**config.mk**
```make
export PLATFORM = sky130hd
export DESIGN_NAME = unified_mem_arbiter
export DESIGN_NICKNAME = d
export VERILOG_FILES = /design/src/rtl/unified_mem_arbiter.sv
export SDC_FILE = /design/constraint.sdc
export NUM_CORES = 1
export LEC_CHECK = 0
export ABC_AREA = 1
export CAP_MARGIN = 10
export CORE_AREA = 5 5 104 106
export DETAILED_ROUTE_END_ITERATION = 10
export DIE_AREA = 0 0 109 111
export GPL_TIMING_DRIVEN = 0
export PLACE_DENSITY = 0.7
export SYNTH_ARGS = -nofsm -noshare
export SYNTH_HDL_FRONTEND = slang
export SYNTH_SLANG_ARGS = --single-unit
```
**constraint.sdc**
```tcl
create_clock -name clk -period 5.2 [get_ports clk]
set_input_delay 1.56 -clock clk [delete_from_list [all_inputs] [get_ports clk]]
set_output_delay 1.56 -clock clk [all_outputs]
set_load 0.1 [all_outputs]
```
**src/rtl/unified_mem_arbiter.sv**
```systemverilog
// -----------------------------------------------------------------------------
// unified_mem_arbiter
//
// Shares one single-port, fixed-latency memory between the instruction-fetch
// (IF) and load/store (LS) requesters of the unified-memory core variant.
// LS has fixed priority. An anti-starvation counter forces an IF grant after
// STARVE_MAX consecutive LS grants made while IF was waiting.
// Only one transaction is in flight at a time.
//
// Ports
//   clk, rst_n                      clock (rising edge), async active-low reset
//   if_req/if_addr                  IF read request and address
//   if_gnt/if_rvalid/if_rdata       IF accept, data-valid pulse, read data
//   ls_req/ls_we/ls_addr/
//   ls_wdata/ls_be                  LS request (load or store)
//   ls_gnt/ls_rvalid/ls_rdata       LS accept, completion pulse, load data
//   mem_en/mem_we/mem_addr/
//   mem_wdata/mem_be/mem_rdata      memory macro interface
//   busy                            transaction in flight
// -----------------------------------------------------------------------------
module unified_mem_arbiter #(
  parameter int ADDR_W     = 32,
  parameter int DATA_W     = 32,
  parameter int MEM_LAT    = 1,
  parameter int STARVE_MAX = 4
) (
  input  logic                clk,
  input  logic                rst_n,

  input  logic                if_req,
  input  logic [ADDR_W-1:0]   if_addr,
  output logic                if_gnt,
  output logic                if_rvalid,
  output logic [DATA_W-1:0]   if_rdata,

  input  logic                ls_req,
  input  logic                ls_we,
  input  logic [ADDR_W-1:0]   ls_addr,
  input  logic [DATA_W-1:0]   ls_wdata,
  input  logic [DATA_W/8-1:0] ls_be,
  output logic                ls_gnt,
  output logic                ls_rvalid,
  output logic [DATA_W-1:0]   ls_rdata,

  output logic                mem_en,
  output logic                mem_we,
  output logic [ADDR_W-1:0]   mem_addr,
  output logic [DATA_W-1:0]   mem_wdata,
  output logic [DATA_W/8-1:0] mem_be,
  input  logic [DATA_W-1:0]   mem_rdata,

  output logic                busy
);

  localparam int LAT_W = 3;
  localparam int STV_W = 4;

  typedef enum logic {IDLE, BUSY} state_e;
  typedef enum logic {OWN_IF, OWN_LS} owner_e;

  state_e           state_q;
  owner_e           owner_q;
  logic             we_q;       // in-flight LS access is a store
  logic [LAT_W-1:0] lat_cnt_q;
  logic [STV_W-1:0] starve_cnt_q;

  logic lat_done;
  logic done;
  logic free;
  logic force_if;
  logic ls_win;
  logic if_win;

  assign lat_done = (lat_cnt_q == LAT_W'(MEM_LAT));
  // Outputs are qualified with rst_n so they read 0 for the whole time reset
  // is held, even if a requester keeps its req asserted.
  assign done     = rst_n && (state_q == BUSY) && lat_done;
  assign free     = rst_n && ((state_q == IDLE) || lat_done);
  assign force_if = if_req && (starve_cnt_q == STV_W'(STARVE_MAX));
  assign ls_win   = free && ls_req && !force_if;
  assign if_win   = free && if_req && !ls_win;

  assign if_gnt = if_win;
  assign ls_gnt = ls_win;
  assign busy   = (state_q == BUSY);

  assign if_rvalid = done && (owner_q == OWN_IF);
  assign ls_rvalid = done && (owner_q == OWN_LS);
  assign if_rdata  = if_rvalid ? mem_rdata : '0;
  assign ls_rdata  = (ls_rvalid && !we_q) ? mem_rdata : '0;

  // Memory strobe and steering for the winner of this cycle.
  always_comb begin
    // NOTE: every output gets a default first so no path leaves it unassigned (no latch).
    mem_en    = 1'b0;
    mem_we    = 1'b0;
    mem_addr  = '0;
    mem_wdata = '0;
    mem_be    = '0;
    if (ls_win) begin
      mem_en    = 1'b1;
      mem_we    = ls_we;
      mem_addr  = ls_addr;
      mem_wdata = ls_wdata;
      mem_be    = ls_be;
    end else if (if_win) begin
      mem_en    = 1'b1;
      mem_addr  = if_addr;
      mem_be    = '1;
    end
  end

  // Transaction state and anti-starvation counter.
  // NOTE: sequential state uses non-blocking assignments only, so every
  // register sees the pre-edge value of every other register.
  always_ff @(posedge clk or negedge rst_n) begin
    if (!rst_n) begin
      state_q      <= IDLE;
      owner_q      <= OWN_IF;
      we_q         <= 1'b0;
      lat_cnt_q    <= '0;
      starve_cnt_q <= '0;
    end else begin
      if (ls_win || if_win) begin
        // A new grant on the completion cycle chains straight into the next access.
        state_q   <= BUSY;
        owner_q   <= ls_win ? OWN_LS : OWN_IF;
        we_q      <= ls_win && ls_we;
        lat_cnt_q <= LAT_W'(1);
      end else if (state_q == BUSY) begin
        if (lat_done) begin
          state_q   <= IDLE;
          lat_cnt_q <= '0;
        end else begin
          lat_cnt_q <= lat_cnt_q + LAT_W'(1);
        end
      end

      // Counts LS grants taken while IF waits; cleared once IF is served or idle.
      if (!if_req || if_win) begin
        starve_cnt_q <= '0;
      end else if (ls_win && (starve_cnt_q != STV_W'(STARVE_MAX))) begin
        starve_cnt_q <= starve_cnt_q + STV_W'(1);
      end
    end
  end

endmodule

```
==> results of run 1 <==
final cells by class:
type,instances,share of cell area (%)
clock buffer,3,0.833
multi-input combinational,250,23.2
tap,133,3.36
inverter,84,6.41
sequential,10,5.05
buffer,16,2.83
timing repair buffer,275,58.3
logic make-up (layout without fill, tap and decap cells):
group           count (synthesis)  after routing
flops                          10             10
fa+ha+maj                       2              2
simple gates                  238            238
xor+xnor                        2              2
compound gates                  8              8
buf+inv                       100            378
sequential cells by signal (all words and copies together), names as in the netlist:
name / count
starve_cnt_q: 4
busy: 1
owner_q: 1
we_q: 1
lat_cnt_q: 3
cell usage after synthesis, drive strengths merged:
| cell type | count |
|---|---|
| ha | 2 |
| xor2 | 2 |
| inv | 84 |
| nor2 | 103 |
| o21ai | 4 |
| buf | 16 |
| a21oi | 3 |
| nand2 | 124 |
| nand3 | 11 |
| dfrtp | 10 |
| o22ai | 1 |
worst max path at each step:
stage / slack (ps) / from / cells after the start / endpoint
3_5_place_dp: -830 / rst_n / 7 / mem_wdata[7]
4_1_cts: 3 / rst_n / 8 / ls_rdata[31]
2_1_floorplan: -270 / rst_n / 7 / ls_rdata[10]
3_3_place_gp: -830 / rst_n / 7 / mem_wdata[1]
5_1_grt: 20 / if_req / 8 / mem_addr[0]
6_report: 110 / if_req / 8 / mem_addr[31]
layout by cell type, fill, tap and decap left out:
master           Yosys  final
clkbuf_8             0      3
inv_1               77     77
nor2_8               1      1
nand3_2              2      2
a21oi_1              3      3
clkbuf_2             0      3
xor2_1               2      2
clkdlybuf4s50_1      0    136
nor2_2               2     32
o21ai_0              4      4
nand3_1              9      9
buf_8                1      1
nand2_4              3      3
o22ai_1              1      1
nand2_2              3      3
nor2_4               1      3
buf_2                7      7
inv_4                1      1
dfrtp_1             10     10
nor2_1              99     67
clkdlybuf4s15_2      0    126
clkdlybuf4s15_1      0      5
buf_6                8      8
nand2_1            118    118
ha_1                 2      2
dlygate4sd2_1        0      4
clkdlybuf4s18_2      0      1
inv_2                6      6
power groups by stage:
stage	clock (mW)	sequential, mW	combinational [mW]
after floorplan	0	0.120	0.859
after global placement	0	0.101	1.20
after detailed placement	0	0.102	1.21
after CTS	0.0816	0.101	1.18
after global routing	0.0878	0.103	1.22
final	0.0785	0.101	1.17
per-stage QoR:
step                util [%]  instance area (um^2)  hold WS, ps
floorplan                  -                  1860          500
global placement        49.3                  4780          519
detailed placement      49.3                  4780          540
CTS                     51.3                  4970          550
global route            51.2                  4960          590
finish                  51.2                  4960          549
layer usage:
layer	vias up	track usage (%)	share of wire, %
li1	1560	-	-
met1	1289	16.6	34
met2	155	32.7	53
met3	15	6.35	12
met4	0	2.95	1.5
met5	-	0	0
worst register-to-register path, cell delays in order (launching register included):
cell	delay (ps)
dfrtp_1	390
inv_1	80
ha_1	190
nand2_1	80
inv_2	40
nand3_2	70
nand2_4	80
nor2_2	150
buf_6	170
nand2_1	110
nand3_1	100
nand2_1	50
timing repair:
| item | CTS | global route |
|---|---|---|
| hold endpoints to repair | 0 | 0 |
| resized for setup | 401 | 4 |
| endpoints found under the setup margin | 138 | 110 |
| hold buffers | 0 | 0 |
==> results.yml, run 1 <==
synth:
  postSynthCellCount: 360
  synth_top_area_share_pct: 25.1
  synth_top_family_by_area: "simple AND/OR/NAND/NOR gates"
  yosysUniqueCellTypes: 21
  syn_area_um2: 1770
  seq_area_frac_synth_pct: 14.2
  synth_area_leader_cell: "nand2_1"
  syn_area_per_cell_um2: 4.91
  ys_seq_elements: 10
  synthTopCellsByArea: "nand2_1 25%, nor2_1 21%, inv_1 16%, dfrtp_1 14%, buf_6 5.1%"
  synth.net_count: 499
  synth_compound_area_share_pct: 2.34
  synth_mux_area_share_pct: 0
  yosys.area_share.simple_pct: 55.2
  ys.warnings.count: 0
  synthXorXnorAreaFrac_pct: 0.991
  synthAdderAreaFrac_pct: 1.42
power:
  p_int_mw: 0.414
  pwr-share-seq_pct: 7.5
  swShare_pct: 69.4
  power_mw: 1.35
  p_comb_share_pct: 86.7
  power_switching_mw: 0.938
  vdd_drop_max_v: 0.000133
  leakage_nw: 2.40
  clkPwrFrac_pct: 5.8
  power-per-cell-area_nw_per_um2: 273
route:
  wl_per_cell_um: 14.1
  vias: 3019
  dr.first_iter.drc_count: 112
  first_pass_iters: 6
  avgViaCountPerCell: 3.92
  drt.antenna.violating_nets: 0
  routed_wl_um: 10900
  drc_errors: 0
timing:
  min_period_over_period_pct: 97.8
  setup_violations: 0
  period_needed_ps: 5090
  hold_violations: 0
  max_freq_ghz: 0.197
  drv_slew: 0
  fin_ws_ps: 112
  clock_skew_ps: 5.40
  slew_headroom_pct: 34.3
  grt_setup_unrepaired: "false"
  tightest_slew_ps: 990
  fin_tns_setup_ps: 0
floorplan:
  core_um2: 9680
  io_pins: 276
  rows: 36
  start_util_pct: 18.3
  die_w_um: 109
  dieArea_um2: 12100
  die_h_um: 111
critical_path:
  crit_fanout: 6
  r2r_slack_ps: 3580
  cp.arrival_ps: 3530
  crit_chain: "clkdlybuf4s50_1 > inv_1 > nor2_8 > nand2_4 > inv_4 > nand2_1 > nand2_1 > clkdlybuf4s15_1"
  endpoint_kind: "primary output"
  critPathSlowestCell: "clkdlybuf4s15_1"
  slowest_delay_ps: 840
  cp_num_buf_inv: 4
  cpMostUsedCell: "nand2_1"
  timing.rr.end: "starve_cnt_q[1]"
  path_class: "in2out"
  cp.required_ps: 3640
  crit_family: "buffers and inverters"
  r2r_cells: 11
  timing.rr.start: "starve_cnt_q[0]"
  crit_path_start_kind: "input port"
hold_path:
  worstHoldPathType: "reg2reg"
  worstHoldPathCells: 2
  hp-start: "we_q"
  holdPathEnd: "we_q"
run:
  cap_viol_max_count: 0
clock_network:
  clock_latency_ps: 240
  clockRootBuffer: "clkbuf_8"
  cts_tree: "built"
  cts_buffers: 3
  cts.clk_slew.worst_paths_ps: 50
  cts_sinks: 10
  post_cts_buffers: 0
  htreeDepth: 1
  cts_buffer_depth: 2
cells_and_area:
  register_area_um2: 250
  drive_gt1_share_pct: 31.3
  n_fill_cell: 918
  n_antenna_cell: 0
  nets: 779
  area_growth_pct: 180
  multi_input_area_um2: 1150
  instances_no_fill: 771
run_status:
  status: "completed"
placed_design:
  place_ws_ps: -834
  dp.final_hpwl_um: 9680
  io_buffers: 275
  place.gp.congestion: 0.813
  place_inst: 768
global_routing:
  grt_overflow_total: 0
  grt_pass1_wl_um: 16200
  grt_max_degree: 14
  grt_pass1_vias: 3084
  grt_usage_pct: 16.8
  antenna_found_initial: 0
Power figures use the tool's default switching activity.
==> run 2, diff against run 1 <==
Settings changed: SLEW_MARGIN from default to 20.
==> results of run 2 <==
Final layout, timing and power as in run 1 (identical DEF).
==> run 3, diff against run 2 <==
Settings changed: CORE_AREA 5 5 104 106 to 8 8 101 103, PLACE_DENSITY 0.7 to 0.77.
==> run 3 against run 2 <==
Against the previous run:
- maximum frequency grew 0.52%
- sequential cell count did not move
- critical endpoint unchanged
- wire length is 7.5% higher
- worst hold slack worse by 8.2 ps
- via count increased by 2.3%
- global-route usage is 1.3 points higher
- non-clock buffer count unchanged
==> results.yml, run 3 (synthesis gave the netlist of run 1 again) <==
run_status:
  status: "completed"
clock_network:
  hold_buffers: 0
  cts_sinks: 10
  clock_latency_ps: 230
  cts_tree: "built"
  cts.clk_slew.worst_paths_ps: 50
  htreeDepth: 1
  post_cts_buffers: 0
  cts_buffers: 3
  clockRootBuffer: "clkbuf_8"
  cts_buffer_depth: 2
global_routing:
  antenna_found_initial: 0
  grt_overflow_total: 0
  grt_usage_pct: 18.2
  grt_max_degree: 14
  grt_pass1_wl_um: 17400
  grt_pass1_vias: 3202
power:
  p_comb_share_pct: 85.5
  swShare_pct: 68.6
  power_switching_mw: 0.941
  vdd_drop_max_v: 0.000131
  p_int_mw: 0.431
  leakage_nw: 2.40
  pwr-share-seq_pct: 7.4
  power_mw: 1.37
  power-per-cell-area_nw_per_um2: 277
  clkPwrFrac_pct: 7.1
critical_path:
  slowest_delay_ps: 830
  endpoint_kind: "primary output"
  cp_num_buf_inv: 4
  crit_family: "buffers and inverters"
  cpMostUsedCell: "nand2_1"
  crit_chain: "clkdlybuf4s50_1 > inv_1 > nor2_8 > nand2_4 > inv_4 > nand2_1 > nand2_1 > clkdlybuf4s15_1"
  cp.arrival_ps: 3500
  crit_path_start_kind: "input port"
  cp.required_ps: 3640
  crit_fanout: 6
  critPathSlowestCell: "clkdlybuf4s15_1"
  path_class: "in2out"
cells_and_area:
  largest_registers: "starve_cnt_q x4, lat_cnt_q x3"
  nets: 779
  largest_register_ffs: 4
  n_antenna_cell: 0
  n_fill_cell: 774
  final_common_cell: "clkdlybuf4s50_1"
  top_register: "starve_cnt_q"
  drive_gt1_share_pct: 31.9
  mostFrequentLayoutCells: "136 x clkdlybuf4s50_1, 132 x clkdlybuf4s15_2, 118 x nand2_1"
  area_growth_pct: 180
floorplan:
  io_pins: 276
  die_w_um: 109
  rows: 34
  core_um2: 8550
  dieArea_um2: 12100
  die_h_um: 111
  start_util_pct: 20.7
timing:
  period_needed_ps: 5060
  min_period_over_period_pct: 97.3
  max_freq_ghz: 0.198
  clock_skew_ps: 0.932
  whs_ps: 541
  slew_headroom_pct: 32.5
  setup_violations: 0
  drv_slew: 0
  grt_setup_unrepaired: "false"
  tightest_slew_ps: 1020
  fin_tns_setup_ps: 0
  hold_violations: 0
placed_design:
  place.gp.congestion: 0.839
  io_buffers: 275
  dp.final_hpwl_um: 10400
route:
  vias: 3088
  dr.first_iter.drc_count: 162
  drt.antenna.violating_nets: 0
  first_pass_iters: 4
  avgViaCountPerCell: 4.13
  wl_per_cell_um: 15.6
  drc_errors: 0
  routed_wl_um: 11700
hold_path:
  worstHoldPathType: "reg2reg"
run:
  cap_viol_max_count: 0
## run 3: layout make-up
| class | count | area (um^2) | share of cell area (%) |
|---|---|---|---|
| inverter | 84 | 318 | 6.41 |
| buffer | 16 | 140 | 2.83 |
| timing repair buffer | 275 | 2910 | 58.7 |
| multi-input combinational | 250 | 1150 | 23.2 |
| clock buffer | 4 | 55.1 | 1.11 |
| tap | 108 | 135 | 2.73 |
| sequential | 10 | 250 | 5.05 |
## run 3: power by group through the flow
stage / clock network, mW / logic [mW] / registers (mW)
final: 0.0968 / 1.17 / 0.101
after global routing: 0.104 / 1.22 / 0.103
after CTS: 0.0990 / 1.18 / 0.102
after detailed placement: 0 / 1.21 / 0.103
after global placement: 0 / 1.20 / 0.101
after floorplan: 0 / 0.859 / 0.120
## run 3: through the flow
| stage | instance area, um^2 | cells | utilization, % | setup WS (ps) |
|---|---|---|---|---|
| after global routing | 4960 | 747 | 58.0 | 26.3 |
| after floorplan | 1860 | 360 | - | -266 |
| after CTS | 4960 | 747 | 58.0 | 31.3 |
| final | 4960 | 747 | 58.0 | 138 |
| after global placement | 4750 | 743 | 55.5 | -804 |
| after detailed placement | 4750 | 743 | 55.5 | -871 |
## run 3: worst paths after layout
check / to / cells after the start / start / slack [ps]
worst max-delay path: mem_addr[31] / 8 / if_req / 140
worst min-delay path: we_q / 2 / we_q / 540
worst max register to register: starve_cnt_q[1] / 11 / starve_cnt_q[0] / 3620
worst min register to register: we_q / 2 / we_q / 540
max in group asynchronous: busy / 1 / rst_n / 3740
min in group asynchronous: lat_cnt_q[1] / 1 / rst_n / 1220
## run 3: tightest hold or removal path, delay by kind of cell, from the launching register on
family	cells	cell delay, ps
compound gates	1	120
buf+inv	1	60
flops	1	320
## run 3: timing repair
action	4_1_cts	5_1_grt
resized for setup	407	1
setup endpoints to repair	138	96
hold endpoints to repair	0	0
## run 3: layer usage
metal  vias to the layer above  GRT usage [%]  part of all wire (%)
met4                         0           5.66                   2.3
met2                       176           35.2                    53
li1                       1564              -                     -
met5                         -              0                     0
met3                        16           5.52                    11
met1                      1332           17.3                    34
